`src/rtl/div_pkg.sv`:
```
// Shared constants and state encoding for the iterative divider.
package div_pkg;

    localparam int DIV_WIDTH = 32;
    // One restoring step per result bit.
    localparam int DIV_ITERS = DIV_WIDTH;

    typedef enum logic [1:0] {
        IDLE = 2'd0,
        RUN  = 2'd1,
        DONE = 2'd2
    } div_state_e;

    function automatic int cnt_bits(input int width);
        return $clog2(width + 1);
    endfunction

endpackage

```
`src/rtl/div_step.sv`:
```
// One restoring shift-compare-subtract step on magnitudes (purely combinational).
module div_step
    import div_pkg::*;
#(
    parameter int WIDTH = DIV_WIDTH
) (
    input  logic [WIDTH:0]   rem_in,
    input  logic [WIDTH-1:0] quo_in,
    input  logic [WIDTH-1:0] divisor,
    output logic [WIDTH:0]   rem_out,
    output logic [WIDTH-1:0] quo_out
);

    logic [WIDTH+1:0] shifted;
    logic [WIDTH+1:0] diff;
    logic             borrow;

    always_comb begin
        shifted = {rem_in, quo_in[WIDTH-1]};
        diff    = shifted - {2'b00, divisor};
        borrow  = diff[WIDTH+1];
        // A borrow means the divisor did not fit: restore the shifted value.
        rem_out = borrow ? shifted[WIDTH:0] : diff[WIDTH:0];
        quo_out = {quo_in[WIDTH-2:0], ~borrow};
    end

endmodule

```
`src/rtl/iter_divider.sv`:
```
// Fixed-latency signed/unsigned iterative divider (FSM, operand registers, sign fix-up).
// Optional macro DIV_ZERO_FAST_EN adds a div_zero output and a one-cycle divide-by-zero path.
module iter_divider
    import div_pkg::*;
#(
    parameter int WIDTH = DIV_WIDTH
) (
    input  logic             clk,
    input  logic             reset,
    input  logic             start,
    input  logic             sign,
    input  logic [WIDTH-1:0] dividend,
    input  logic [WIDTH-1:0] divisor,
    output logic             busy,
    output logic             done,
    output logic [WIDTH-1:0] quotient,
    output logic [WIDTH-1:0] remainder
`ifdef DIV_ZERO_FAST_EN
    ,
    output logic             div_zero
`endif
);

    localparam int                CNT_W    = cnt_bits(WIDTH);
    localparam logic [CNT_W-1:0] LAST_CNT = CNT_W'(WIDTH - 1);

    div_state_e       state_q, state_d;
    logic [CNT_W-1:0] cnt_q, cnt_d;
    logic [WIDTH:0]   rem_q, rem_d;
    logic [WIDTH-1:0] quo_q, quo_d;
    logic [WIDTH-1:0] dvs_q, dvs_d;
    logic             q_neg_q, q_neg_d;
    logic             r_neg_q, r_neg_d;
    logic [WIDTH-1:0] quotient_q, quotient_d;
    logic [WIDTH-1:0] remainder_q, remainder_d;
    logic             busy_q, busy_d;
    logic             done_q, done_d;
    logic             div_zero_q, div_zero_d;

    logic [WIDTH:0]   step_rem;
    logic [WIDTH-1:0] step_quo;
    logic             a_neg, b_neg;
    logic [WIDTH-1:0] mag_a, mag_b;

    div_step #(.WIDTH(WIDTH)) u_step (
        .rem_in  (rem_q),
        .quo_in  (quo_q),
        .divisor (dvs_q),
        .rem_out (step_rem),
        .quo_out (step_quo)
    );

    always_comb begin
        // NOTE: every signal gets a default first so no branch can infer a latch.
        state_d     = state_q;
        cnt_d       = cnt_q;
        rem_d       = rem_q;
        quo_d       = quo_q;
        dvs_d       = dvs_q;
        q_neg_d     = q_neg_q;
        r_neg_d     = r_neg_q;
        quotient_d  = quotient_q;
        remainder_d = remainder_q;
        div_zero_d  = 1'b0;

        a_neg = sign & dividend[WIDTH-1];
        b_neg = sign & divisor[WIDTH-1];
        mag_a = a_neg ? -dividend : dividend;
        mag_b = b_neg ? -divisor : divisor;

        case (state_q)
            IDLE, DONE: begin
                if (start) begin
                    cnt_d   = '0;
                    rem_d   = '0;
                    quo_d   = mag_a;
                    dvs_d   = mag_b;
                    // Divide-by-zero yields an all-ones quotient, so never negate it.
                    q_neg_d = (a_neg ^ b_neg) & (divisor != '0);
                    r_neg_d = a_neg;
                    state_d = RUN;
`ifdef DIV_ZERO_FAST_EN
                    if (divisor == '0) begin
                        quotient_d  = '1;
                        remainder_d = dividend;
                        div_zero_d  = 1'b1;
                        state_d     = DONE;
                    end
`endif
                end else if (state_q == DONE) begin
                    state_d = IDLE;
                end
            end
            RUN: begin
                rem_d = step_rem;
                quo_d = step_quo;
                cnt_d = cnt_q + CNT_W'(1);
                if (cnt_q == LAST_CNT) begin
                    quotient_d  = q_neg_q ? -step_quo : step_quo;
                    remainder_d = r_neg_q ? -step_rem[WIDTH-1:0] : step_rem[WIDTH-1:0];
                    state_d     = DONE;
                end
            end
            default: state_d = IDLE;
        endcase

        busy_d = (state_d == RUN);
        done_d = (state_d == DONE);
    end

    always_ff @(posedge clk) begin
        // NOTE: non-blocking assignments so every flop samples pre-edge values.
        if (reset) begin
            state_q     <= IDLE;
            cnt_q       <= '0;
            rem_q       <= '0;
            quo_q       <= '0;
            dvs_q       <= '0;
            q_neg_q     <= 1'b0;
            r_neg_q     <= 1'b0;
            quotient_q  <= '0;
            remainder_q <= '0;
            busy_q      <= 1'b0;
            done_q      <= 1'b0;
            div_zero_q  <= 1'b0;
        end else begin
            state_q     <= state_d;
            cnt_q       <= cnt_d;
            rem_q       <= rem_d;
            quo_q       <= quo_d;
            dvs_q       <= dvs_d;
            q_neg_q     <= q_neg_d;
            r_neg_q     <= r_neg_d;
            quotient_q  <= quotient_d;
            remainder_q <= remainder_d;
            busy_q      <= busy_d;
            done_q      <= done_d;
            div_zero_q  <= div_zero_d;
        end
    end

    assign busy      = busy_q;
    assign done      = done_q;
    assign quotient  = quotient_q;
    assign remainder = remainder_q;
`ifdef DIV_ZERO_FAST_EN
    assign div_zero  = div_zero_q;
`else
    logic unused_div_zero;
    assign unused_div_zero = div_zero_q;
`endif

endmodule

```
`config.mk`:
```
export PLATFORM = sky130hd
export DESIGN_NAME = iter_divider
export DESIGN_NICKNAME = d
export VERILOG_FILES = /design/src/rtl/div_pkg.sv /design/src/rtl/div_step.sv /design/src/rtl/iter_divider.sv
export SDC_FILE = /design/constraint.sdc
export NUM_CORES = 1
export LEC_CHECK = 0
export CAP_MARGIN = 20
export CORE_MARGIN = 3
export CORE_UTILIZATION = 32
export CTS_BUF_LIST = sky130_fd_sc_hd__clkbuf_4 sky130_fd_sc_hd__clkbuf_8
export DETAILED_ROUTE_END_ITERATION = 7
export GPL_TIMING_DRIVEN = 0
export PLACE_DENSITY = 0.47
export SYNTH_ARGS = -nofsm -noshare
export SYNTH_HDL_FRONTEND = slang
export SYNTH_SLANG_ARGS = --single-unit
```
`constraint.sdc`:
```
create_clock -name clk -period 8.9 [get_ports clk]
set_input_delay 2.225 -clock clk [delete_from_list [all_inputs] [get_ports clk]]
set_output_delay 2.225 -clock clk [all_outputs]
set_load 0.05 [all_outputs]
```
; ---- After elaboration in Yosys (flattened, before gate mapping)
; Index checks and enable logic that the tools add are counted.
[op_classes]
muxes = 15
bitwise_logic = 5
add_sub_neg = 6
eq_ne = 6
n_reduce_logical = 7
[ops]
columns = operator, count
row1 = 32-bit 2-to-1 mux, 5
row2 = 32-bit negation, 4
row3 = 33-bit 2-to-1 mux, 2
row4 = 33-bit one-hot mux with 2 select lines, 1
row5 = 32-bit one-hot mux with 2 select lines, 1
row6 = 34-bit by 32-bit subtractor with 34-bit output, 1
row7 = 32-bit nonzero test, 1
row8 = 6-bit one-hot mux with 2 select lines, 1
row9 = "6-bit by 1-bit adder with 6-bit output, second input constant", 1
row10 = "6-bit by 5-bit == test with 1-bit output, second input constant", 1
row11 = 2-bit 2-to-1 mux, 3
row12 = 6-bit 2-to-1 mux, 1
row13 = 2-bit AND reduction, 3
row14 = "2-bit by 1-bit == test with 1-bit output, second input constant", 2
row15 = "2-bit == test, second input constant", 2
row16 = 2-bit one-hot mux with 2 select lines, 1
row17 = 1-bit AND, 3
row18 = 2-bit zero test, 1
row19 = "2-bit inequality test, second input constant", 1
row20 = 2-bit nonzero test, 1
row21 = 2-bit OR reduction, 1
row22 = 1-bit inverter, 1
row23 = 1-bit XOR, 1
[totals]
wordCells = 50
output_inout_bits = 66
in_bits = 68
ff_bits = 173

; ---- Depth between registers and ports, before layout
[logic_depth]
depth_word = 5
mapped_depth = 26
depth_no_buf = 22

; ---- Modules after synthesis
; From an unflattened synthesis, not the netlist that was laid out.
[hier_totals]
hier_cells = 1431
hier_area_um2 = 11367.2
[modules_own_cells]
columns = module, instances, area_each_um2, cells_per_inst, seq_area_each_um2
row1 = iter_divider, 1, 8963.6, 1072, 3463.3
row2 = div_step, 1, 2403.6, 359, 0.0

; ---- Worst setup path after synthesis
; No wires, ideal clock.
[synth_path]
path_kind = register to register
startpoint = register rem_q[6]
endpoint = register remainder_q[28] (netlist: remainder[28])
arrival_ps = 5033
t_required_ps = 8826
synth_period_minus_slack_ps = 5107
slack_ps = 3793
n_path_buf = 4
stages_incl_launch_ff = 20
setup_ps = 74
cell_sequence = dfxtp_1 -> ha_1 -> buf_2 -> and3_4 -> nand2_2 -> a2111o_1 -> a311oi_4 -> nor4_4 -> nor2_8 -> buf_2 -> buf_2 -> buf_2 -> mux2i_1 -> ha_1 -> o2111ai_1 -> nor4_1 -> a41oi_1 -> or3_4 -> or4_1 -> a31oi_1
[synth_between]
elab_chain_cells = 4
[synth_lines]
columns = element, line
row1 = "start, declared", iter_divider.sv:29  ; logic [WIDTH:0] rem_q, rem_d;
row2 = "start signal, assigned", iter_divider.sv:129  ; rem_q <= rem_d;
row3 = 34-bit by 32-bit subtractor with 34-bit output, div_step.sv:20  ; diff = shifted - {2'b00, divisor};
row4 = 33-bit 2-to-1 mux (*), div_step.sv:23  ; rem_out = borrow ? shifted[WIDTH:0] : diff[WIDTH:0];
row5 = 32-bit negation, iter_divider.sv:100  ; remainder_d = r_neg_q ? -step_rem[WIDTH-1:0] : step_rem[WIDTH-1:0];
row6 = 32-bit 2-to-1 mux (*), iter_divider.sv:100
row7 = "end signal, assigned", iter_divider.sv:135  ; remainder_q <= remainder_d;
row8 = "end, declared", iter_divider.sv:35  ; logic [WIDTH-1:0] remainder_q, remainder_d;
; Mark *: on every way between the ends. The rest lies on a longest branch, timed or not.
; A chain may end at the register's enable or synchronous reset.

; ---- Worst setup path in the final report
[layout_path]
startpoint = register rem_q[5]
endpoint = register remainder_q[22] (netlist: remainder[22])
; Same word-level chain as after synthesis.

==> results.ini <==
[sta]
slew_headroom_pct=39.4
grt_setup_unrepaired=false
tightest_slew_ns=0.903
setup_viol=0
setup_tns_ns=0
drv_slew=0
worst_slack_ns=2.14
max_freq_mhz=148
finalHoldViolations=0
period_share_pct=76.0
whs_ns=0.455
period_needed_ns=6.76
clock_skew_ns=0.0275

[synthesis]
ys_seq_elements=173
syn-num-nets=1640
yosys.area_share.simple_pct=22.2
synth_cells=1534
synth_edf_count=0
syn_area_um2=11600
ys_types=83
synth_top_family_by_area=compound AO/OA/AOI/OAI gates
synth_compound_area_share_pct=26.9
synth_top_area_share_pct=29.9
synthTopCellsByArea=dfxtp_1 30%, xor2_1 6.1%, a21oi_1 6.0%, nand2_1 6.0%, nor2_1 5.4%
synth_xor_area_share_pct=9.46
muxShareOfSynthArea_pct=2.00
ys.warnings.count=0
netlist.top_cell.by_area=dfxtp_1
synth_flop_cell=dfxtp_1
syn_area_per_cell_um2=7.55
synthAdderAreaFrac_pct=4.17
seq_area_frac_synth_pct=29.9
synthArstFlopShare_pct=0

[floorplan]
core_area_um2=35700
start_util_pct=32.5
pin_count=134
fp.dieArea_um2=38500
rows=69
die_w_um=196
die_h_um=196

[placed_design]
hpwlAfterDp_um=34100
place.gp.congestion=0.904
dp.cells=2129
port_buffers=132
pre_cts_slack_ns=2.20

[grt]
grt_max_degree=19
grt-ovfl-total=0
grt_pass1_vias=11200
track_usage_pct=21.9
antenna_found_initial=0
grt_pass1_wl_um=66600

[hold_path]
hold_class=flip-flop to flip-flop
hp-start=remainder[12]
worstHoldEndpoint=remainder[12]
worstHoldPathCells=2

[setup_path]
timing.rr.start=rem_q[5]
crit_arrival_ns=7.18
cp-start-kind=flip-flop
worstSetupEndpointType=flip-flop
required_ns=9.32
path_class=flip-flop to flip-flop
reg2reg_depth=20
crit_fanout=10
reg2reg_to=remainder[22]
regToRegSetupSlack_ns=2.14

[final_layout]
fin_cells=2162
regArea_um2=3460
drive_gt1_share_pct=4.82
mostFrequentLayoutCell=nand2_1
multi_input_area_um2=7500
fin_nets=1794
area_delta_synth_final_pct=20.2
final_cell_mix=184 x nand2_1, 173 x dfxtp_1, 167 x nor2_1, 139 x a21oi_1, 132 x clkdlybuf4s50_1
antenna_cells=0
num-fill-cells=3813

[clock_tree]
clk_latency_ns=0.50
cts_made_buffers=17
clk_pin_slew_ns=0.10
cts_resized=0
htreeDepth=4
cts_tree=built
cts_sinks=173
cts_setup_buffers=0
cts-root-buf=clkbuf_8
clk_path_buf_depth=2
ctsHoldBuffers=0

[routing]
avgRoutedWirePerCell_um=19.7
drt_iter0_drc=967
ant_nets=0
postRouteWirelength_um=42700
drc=0
firstDrtPassIters=5
vias_per_cell=5.44
vias=11800

[power]
switching_share_pct=50.6
combPwrFrac_pct=59.9
power_per_cell_area_nw_per_um2=270
ir_worst_vdd_mv=0.183
switchingPower_mw=1.90
clkPwrFrac_pct=16.3
p_leak_nw=4.92
finalPower_mw=3.76
seqPwrFrac_pct=23.8
power.internal_mw=1.86

[outcome]
outcome=completed

[job]
max-cap-violations=0

-- area by class of cell --
cell class,instances,share of cell area (%)
clock inverters,14,1.22
well taps,461,4.15
flip-flops and latches,173,24.9
repair buffers,135,9.62
clock buffers,18,1.78
inverters,60,1.64
plain buffers,98,2.80
multi-input cells,1203,53.9
-- layer usage --
metal  up-vias  global-route usage [%]  share of wire, %  routed length, um
met5         -                       0                 0                  0
met4         0                    4.41               1.3                537
met3        35                    2.71               5.3               2260
met2       332                    32.9                42              18000
met1      5565                    33.4                51              21900
li1       5836                       -                 -                  -
-- state kept, by name (all words and copies together), names as in the netlist --
signal     flops
done           1
remainder     32
dvs_q         32
rem_q         33
busy           1
state_q        2
quotient      32
r_neg_q        1
quo_q         32
cnt_q          6
q_neg_q        1
-- how the worst max path moves through the flow --
stage,start,endpoint,slack [ns],cells after the start
6_report,rem_q[5],remainder[22],2.14,20
5_1_grt,rem_q[5],remainder[22],1.61,20
4_1_cts,rem_q[5],remainder[22],2.16,20
3_5_place_dp,rem_q[5],remainder[24],2.20,20
3_3_place_gp,rem_q[5],remainder[24],2.21,20
2_1_floorplan,rem_q[6],remainder[28],3.79,19
-- worst max-delay path: stages, from the launching register on --
cell	delay, ns
dfxtp_1	0.48
ha_1	0.37
a21oi_1	0.36
o21ai_0	0.23
a2bb2oi_2	0.31
a311oi_4	0.18
o31a_2	0.50
nor2_8	0.26
buf_2	0.32
buf_2	0.28
buf_2	0.43
mux2i_1	0.42
ha_1	0.34
o2111ai_1	0.21
nor4_1	0.66
and4b_1	0.34
a41oi_1	0.20
o31ai_1	0.36
xor2_1	0.19
nand2_1	0.08
a21oi_1	0.15
-- power groups by stage --
stage          registers [mW]  logic (mW)  clock network, mW
2_1_floorplan           0.884        1.54                  0
3_5_place_dp            0.910        2.21                  0
3_3_place_gp            0.909        2.20                  0
4_1_cts                 0.892        2.21              0.623
5_1_grt                 0.902        2.45              0.653
6_report                0.896        2.25              0.613
-- synthesized netlist by cell type (10+ instances only) --
library cell and number:
a211oi_1 68, a21oi_1 139, a22oi_1 52, a31oi_1 12
and2_1 10, and3_1 12, buf_1 12, buf_2 10
clkbuf_1 74, dfxtp_1 173, ha_1 37, inv_1 59
mux2i_1 13, nand2_1 184, nand2b_1 12, nand3_1 26
nand4_1 18, nor2_1 167, nor2b_1 16, nor3_1 28
nor4_1 19, o21ai_0 79, o31ai_1 30, or3_1 19
xnor2_1 44, xor2_1 81
-- cells by family after synthesis --
group | count (synthesis)
AO/OA/AOI/OAI | 470
XOR/XNOR | 125
adder cells (fa/ha/maj) | 38
buffers and inverters | 158
flip-flops | 173
multiplexers | 22
AND/OR/NAND/NOR | 548
-- metrics by stage --
step / utilization, % / area, um^2
2_1_floorplan: - / 11600
3_5_place_dp: 37.8 / 13500
5_1_grt: 39.0 / 13900
6_report: 39.0 / 13900
3_3_place_gp: 37.8 / 13500
4_1_cts: 39.0 / 13900
Note: power is estimated with default switching activity, not from simulation.
